### config.mk
export PLATFORM = sky130hd
export DESIGN_NAME = dcache_wb_reader
export DESIGN_NICKNAME = d
export VERILOG_FILES = /design/src/rtl/dcache_wb_reader.sv
export SDC_FILE = /design/constraint.sdc
export NUM_CORES = 1
export LEC_CHECK = 0
export CAP_MARGIN = 40
export CELL_PAD_IN_SITES_DETAIL_PLACEMENT = 0
export CELL_PAD_IN_SITES_GLOBAL_PLACEMENT = 1
export CORE_ASPECT_RATIO = 0.6
export CORE_MARGIN = 2
export CORE_UTILIZATION = 38
export CTS_BUF_LIST = sky130_fd_sc_hd__clkbuf_4 sky130_fd_sc_hd__clkbuf_8 sky130_fd_sc_hd__clkbuf_16
export DETAILED_ROUTE_END_ITERATION = 7
export GPL_TIMING_DRIVEN = 1
export PLACE_DENSITY = 0.82
export SKIP_CTS_REPAIR_TIMING = 1
export SLEW_MARGIN = 10
export SYNTH_ARGS = -nofsm -noshare
export SYNTH_HDL_FRONTEND = slang
export SYNTH_SLANG_ARGS = --single-unit
### constraint.sdc
create_clock -name clk -period 3.24 [get_ports clk]
set_input_delay 0.648 -clock clk [delete_from_list [all_inputs] [get_ports clk]]
set_output_delay 0.648 -clock clk [all_outputs]
set_load 0.02 [all_outputs]
### src/rtl/dcache_wb_reader.sv
`default_nettype none
// ============================================================================
// dcache_wb_reader : streams a line RAM out as little-endian 32-bit bus words
// Optional macro DCACHE_WB_CLEAR_EN zeroes each byte as it is read. Rev 1.0
// ============================================================================
module dcache_wb_reader #(
  parameter int ADDRBITS = 5,
  parameter int DATABITS = 8
) (
  input  logic                clk,
  input  logic                reset_n,
  input  logic                start,
  output logic                busy,
  output logic                done,
  output logic [ADDRBITS-1:0] ram_addr,
  input  logic [DATABITS-1:0] ram_rdata,
  output logic                ram_we,
  output logic [DATABITS-1:0] ram_wdata,
  output logic                bus_valid,
  input  logic                bus_ready,
  output logic [31:0]         bus_data,
  output logic                bus_last
);

  typedef enum logic [1:0] {
    S_IDLE  = 2'd0,
    S_FETCH = 2'd1,
    S_SEND  = 2'd2,
    S_DONE  = 2'd3
  } state_t;

  state_t              state_q, state_d;
  logic [ADDRBITS-1:0] cnt_q, cnt_d;
  logic [31:0]         data_q, data_d;
  logic                busy_q, busy_d;
  logic                done_q, done_d;
  logic                valid_q, valid_d;
  logic                last_q, last_d;

  always_comb begin
    state_d = state_q;
    cnt_d   = cnt_q;
    data_d  = data_q;
    unique case (state_q)
      S_IDLE: begin
        if (start) begin
          state_d = S_FETCH;
          cnt_d   = '0;
        end
      end
      S_FETCH: begin
        data_d[{cnt_q[1:0], 3'b000} +: 8] = ram_rdata;
        cnt_d = cnt_q + ADDRBITS'(1);
        if (cnt_q[1:0] == 2'd3) state_d = S_SEND;
      end
      S_SEND: begin
        if (bus_ready) state_d = last_q ? S_DONE : S_FETCH;
      end
      S_DONE: state_d = S_IDLE;
      default: state_d = S_IDLE;
    endcase

    // Outputs are registered from the next state; the counter has wrapped to 0
    // exactly when the final word of the line has been fetched.
    busy_d  = (state_d != S_IDLE);
    done_d  = (state_d == S_DONE);
    valid_d = (state_d == S_SEND);
    last_d  = (state_d == S_SEND) && (cnt_d == '0);
  end

  always_ff @(posedge clk or negedge reset_n) begin
    if (!reset_n) begin
      state_q <= S_IDLE;
      cnt_q   <= '0;
      data_q  <= '0;
      busy_q  <= 1'b0;
      done_q  <= 1'b0;
      valid_q <= 1'b0;
      last_q  <= 1'b0;
    end else begin
      state_q <= state_d;
      cnt_q   <= cnt_d;
      data_q  <= data_d;
      busy_q  <= busy_d;
      done_q  <= done_d;
      valid_q <= valid_d;
      last_q  <= last_d;
    end
  end

`ifdef DCACHE_WB_CLEAR_EN
  // Write lands on the same edge the byte is captured, so the read sees old data.
  logic we_q, we_d;

  always_comb begin
    we_d = (state_d == S_FETCH);
  end

  always_ff @(posedge clk or negedge reset_n) begin
    if (!reset_n) we_q <= 1'b0;
    else          we_q <= we_d;
  end

  assign ram_we    = we_q;
  assign ram_wdata = '0;
`else
  assign ram_we    = 1'b0;
  assign ram_wdata = '0;
`endif

  assign busy      = busy_q;
  assign done      = done_q;
  assign ram_addr  = cnt_q;
  assign bus_valid = valid_q;
  assign bus_data  = data_q;
  assign bus_last  = last_q;

endmodule
`default_nettype wire

Word level (Yosys, flattened, before mapping)
Index checks and enable logic that the tools add are counted.

word-level totals
  flip-flop bits (word level) = 43

operators by class
  muxes and demuxes = 8
  shift operators = 2
  $add $sub $neg = 2
  eq/ne operators = 6
  reduce and logical (&&, ||, !) cells = 4

operators by type and width
  cell                                                                     number
  32-bit bitwise mux                                                       1
  8-bit by 7-bit variable shift with 32-bit output (first input constant)  1
  8-bit by 7-bit variable part select with 32-bit output                   1
  2-bit == test (second input constant)                                    5
  5-bit case mux with 2 select lines                                       1
  2-bit 2-to-1 mux                                                         4
  2-bit case mux with 4 select lines                                       1
  5-bit negator with 7-bit output                                          1
  5-bit by 1-bit adder with 5-bit output (second input constant)           1
  5-bit logical NOT                                                        1
  5-bit 2-to-1 mux                                                         1
  2-bit by 1-bit == test with 1-bit output (second input constant)         1
  2-bit logical NOT                                                        1
  2-bit nonzero test                                                       1
  1-bit logical AND                                                        1

Depth between registers and ports, before layout
  depth in word-level cells = 5
  gate-level depth with buffers = 7

Least setup slack after synthesis
No wires, ideal clock.

  path kind = register to register
  start = register cnt_q[0] (netlist: ram_addr[0])
  end = register data_q[10] (netlist: bus_data[10])
  period minus slack after synthesis = 2100 ps
  path buffers = 1
  data required time = 3173 ps
  arrival = 2033 ps
  path slack = 1140 ps
  library setup time = 67 ps
  cell stages (with the launch flop) = 7
  cell sequence = dfrtp_1 > buf_2 > inv_1 > ha_1 > inv_1 > nor4_4 > a22o_1

between the ends
  word-level cells in the longest chain between the ends = 3

ends and longest elaborated chain
  item                                                                                                                        line  RTL
  start, declared                                                                                                             33    logic [ADDRBITS-1:0] cnt_q, cnt_d;
  start signal, assigned                                                                                                      82    cnt_q <= cnt_d;
  5-bit negator with 7-bit output *                                                                                           52    data_d[{cnt_q[1:0], 3'b000} +: 8] = ram_rdata;
  8-bit by 7-bit variable part select with 32-bit output or 8-bit by 7-bit variable shift with 32-bit output (tied branches)  52
  32-bit bitwise mux *                                                                                                        52
  end signal, assigned                                                                                                        83    data_q <= data_d;
  end, declared                                                                                                               34    logic [31:0] data_q, data_d;

Every way passes the cells marked *; elsewhere a longest branch is shown, timed or not.
A chain may end at the register's enable or synchronous reset.

Worst setup path after layout
  start = register cnt_q[0] (netlist: ram_addr[0])
  end = register data_q[9] (netlist: bus_data[9])

Same word-level chain as after synthesis.

==> impl_metrics.yaml <==
sta:
  measured_slew_at_the_worst_slew_check_pin_ns: 0.619
  timing.final.setup_violations: 0
  slew_headroom_pct: 58.7
  max_freq_ghz: 0.409
  tns_ns: 0
  final-max-slew-violation-count: 0
  final.setup_skew_ns: 0.00707
  grt_setup_unrepaired: "no"
  timing.final.crit_share_pct: 75.5
  final-hold-violation-count: 0
  final_period_minus_worst_setup_slack_ns: 2.45
placed_design:
  hpwlAfterDp_mm: 3.23
  post_dp_cell_area_sq_um: 2400
  routabilityCongestion: 0.765
  port_buffers: 52
clock_tree:
  cts.reportedPaths.clkPinSlew_ns: 0.08
  clk_latency_ns: 0.29
  h_tree_level_count: 2
  cts_buffer_depth: 2
  cts_tree: "yes"
  ctsRootBufferMaster: "sky130_fd_sc_hd__clkbuf_8"
  cts-buffers-inserted: 5
  clock_sinks: 43
logic_synthesis:
  synth_area_leaders: "sky130_fd_sc_hd__dfrtp_1 (58%), sky130_fd_sc_hd__a22o_1 (15%), sky130_fd_sc_hd__buf_4 (4.5%)"
  synth-edff-count: 0
  async_reset_ff_share_pct: 100
  syn_inst: 138
  synthMuxAreaShare_pct: 0.543
  synth.most_common_cell: "sky130_fd_sc_hd__dfrtp_1"
  synthesized_area_fraction_occupied_by_and_or_nand_nor_cells_pct: 12.0
  synth_xor_xnor_area_share_pct: 0
  synth.cell_area_sq_um: 1840
  post_synth_fa_ha_maj_area_fraction_pct: 4.07
  synth.distinct_cells: 27
  synth_seq_area_share_pct: 58.3
  postSynthAreaPerCell_sq_um: 13.4
  post_synthesis_compound_gate_area_fraction_pct: 19.3
  synthFlopType: "sky130_fd_sc_hd__dfrtp_1"
  yosys.area.top_type: "sky130_fd_sc_hd__dfrtp_1"
  yosys_warnings: 0
  post_synth_most_frequent_cells: "sky130_fd_sc_hd__dfrtp_1 (43), sky130_fd_sc_hd__a22o_1 (32), sky130_fd_sc_hd__buf_4 (11), sky130_fd_sc_hd__ha_1 (6)"
  yosys.area.top_type_share_pct: 58.3
  ys_ff_latch: 43
  synth_top_family_by_area: "compound AO/OA/AOI/OAI gates"
critical_path:
  worstSetupStartpoint: "ram_addr[0]"
  worst-setup-path-type: "reg2reg"
  worstPathMaxFanout: 12
  worst-endpoint-arrival_ns: 2.67
  critical_path.endpoint_type: "flip-flop"
  crit_required_ns: 3.47
  setup.worst_path.start_class: "flip-flop"
  r2r_slack_ns: 0.79
  beginning_of_the_worst_register_to_register_path: "ram_addr[0]"
die:
  die_w_microns: 93.9
  die_h_microns: 58.0
  floorplan.rows: 19
  fp.dieArea_sq_um: 5450
  ioPinCount: 62
  core_region_area_sq_um: 4610
  start_util_pct: 40.0
pwr:
  vdd_ir_drop_max_v: 0.000489
  p_per_area_nw_per_um2: 1060
  total_leakage_power_nw: 1.12
drt:
  drt-wirelength-per-cell_microns: 17.3
  final_antenna_net_count: 0
  detail_route.first_pass.iterations: 4
  route.final.wire_length_mm: 4.47
  drt_first_iter_violations: 44
  number_of_vias_per_cell: 5.32
  via_count: 1373
  post-route-drc-count: 0
cells_and_area:
  final_net_count: 212
  count_of_inserted_antenna_diode_cells: 0
  final_area_sq_um: 2540
  syn_to_final_growth_pct: 37.6
  layout_cell_share_with_drive_strength_beyond_1_pct: 9.74
global_routing:
  number_of_antenna_violations_at_the_first_check_in_global_routing: 0
  largest_net_degree_at_the_start_of_global_routing: 32
  grt_first_pass_wirelength_mm: 7.17
  grt_overflow_total: 0
  grt.total_usage_pct: 17.9
  grt_pass1_vias: 1296
run:
  max-cap-violations: 0
status:
  status: "completed"
min_path:
  timing.hold.worst.class: "in2async"
==> flip-flops by register name, indices dropped and copies added, names as in the netlist <==
signal and cells:
bus_data 32, ram_addr 5, state_q 2, bus_last 1, bus_valid 1, busy 1, done 1
==> cells by family (layout without fill, tap and decap cells) <==
group           Yosys count  after routing
mux                       1              1
compound gates           43             43
fa+ha+maj                 6              6
buf+inv                  16             65
flops                    43             43
simple gates             28             28
other cells               1              9
==> through the flow <==
stage	util, %	hold WS, ns	setup WS, ns	total power [mW]	cells
2_1_floorplan	-	0.352	1.14	1.65	146
3_5_place_dp	52.1	0.494	0.870	2.20	250
5_1_grt	55.0	0.255	0.655	2.83	258
4_1_cts	55.0	0.236	0.832	2.70	258
3_3_place_gp	51.6	0.487	0.982	2.16	249
6_report	55.0	0.241	0.794	2.69	258
==> metal layers <==
layer	global-route usage (%)	share of wire, %	up-vias	wire (microns)
li1	-	-	612	-
met1	27.0	49	688	2200
met2	25.1	42	68	1860
met3	4.16	7.9	5	352
met4	6.83	1.3	0	60
met5	0	0	-	0
==> worst max-delay path, cell delays in order (launching register included) <==
cell and delay, ns:
sky130_fd_sc_hd__dfrtp_1 0.65, sky130_fd_sc_hd__inv_1 0.27, sky130_fd_sc_hd__ha_1 0.48, sky130_fd_sc_hd__inv_1 0.18, sky130_fd_sc_hd__nor4_4 0.57, sky130_fd_sc_hd__a22o_1 0.22
==> cell type report <==
cell class,instances,area [sq um]
timing repair buffer,53,536
sequential,43,1080
clock inverter,2,60.1
multi-input combinational,87,696
tap,63,78.8
clock buffer,6,76.3
inverter,4,15.0
fill,380,2070
==> worst paths after layout <==
path | to | depth (start not counted)
max in group asynchronous | bus_data[9] | 2
setup reg to reg | bus_data[9] | 5
hold reg to reg | bus_data[2] | 1
min in group clk | bus_data[2] | 1
hold / removal | ram_addr[2] | 1
setup / recovery | bus_data[9] | 5
==> layout by cell type (no fill, tap or decap) <==
master and count:
sky130_fd_sc_hd__clkdlybuf4s50_1 51, sky130_fd_sc_hd__dfrtp_1 43, sky130_fd_sc_hd__a22o_1 32, sky130_fd_sc_hd__conb_1 9
sky130_fd_sc_hd__ha_1 6, sky130_fd_sc_hd__nand2_1 5, sky130_fd_sc_hd__o21ai_0 5, sky130_fd_sc_hd__nand3_1 5
sky130_fd_sc_hd__clkbuf_8 5, sky130_fd_sc_hd__inv_1 4, sky130_fd_sc_hd__o311ai_0 3, sky130_fd_sc_hd__nand2_2 3
sky130_fd_sc_hd__nor4_4 3, sky130_fd_sc_hd__nand2b_1 2, sky130_fd_sc_hd__nor2b_1 2, sky130_fd_sc_hd__bufinv_16 2
sky130_fd_sc_hd__o21bai_1 1, sky130_fd_sc_hd__nand3b_1 1, sky130_fd_sc_hd__mux2i_1 1, sky130_fd_sc_hd__o22ai_1 1
sky130_fd_sc_hd__or2_2 1, sky130_fd_sc_hd__and2_1 1, sky130_fd_sc_hd__nor2_1 1, sky130_fd_sc_hd__a32o_1 1
sky130_fd_sc_hd__nor3_1 1, sky130_fd_sc_hd__nor4_1 1, sky130_fd_sc_hd__nand2_4 1, sky130_fd_sc_hd__nor4b_4 1
sky130_fd_sc_hd__clkbuf_4 1, sky130_fd_sc_hd__buf_2 1, sky130_fd_sc_hd__buf_12 1
==> where the power goes <==
part | internal [mW] | total [mW] | switching [mW]
clock network | 0.316 | 0.495 | 0.178
registers | 0.744 | 0.929 | 0.185
logic | 0.576 | 1.26 | 0.688
total | 1.64 | 2.69 | 1.05
No activity file was read; power rests on OpenSTA's default activity.
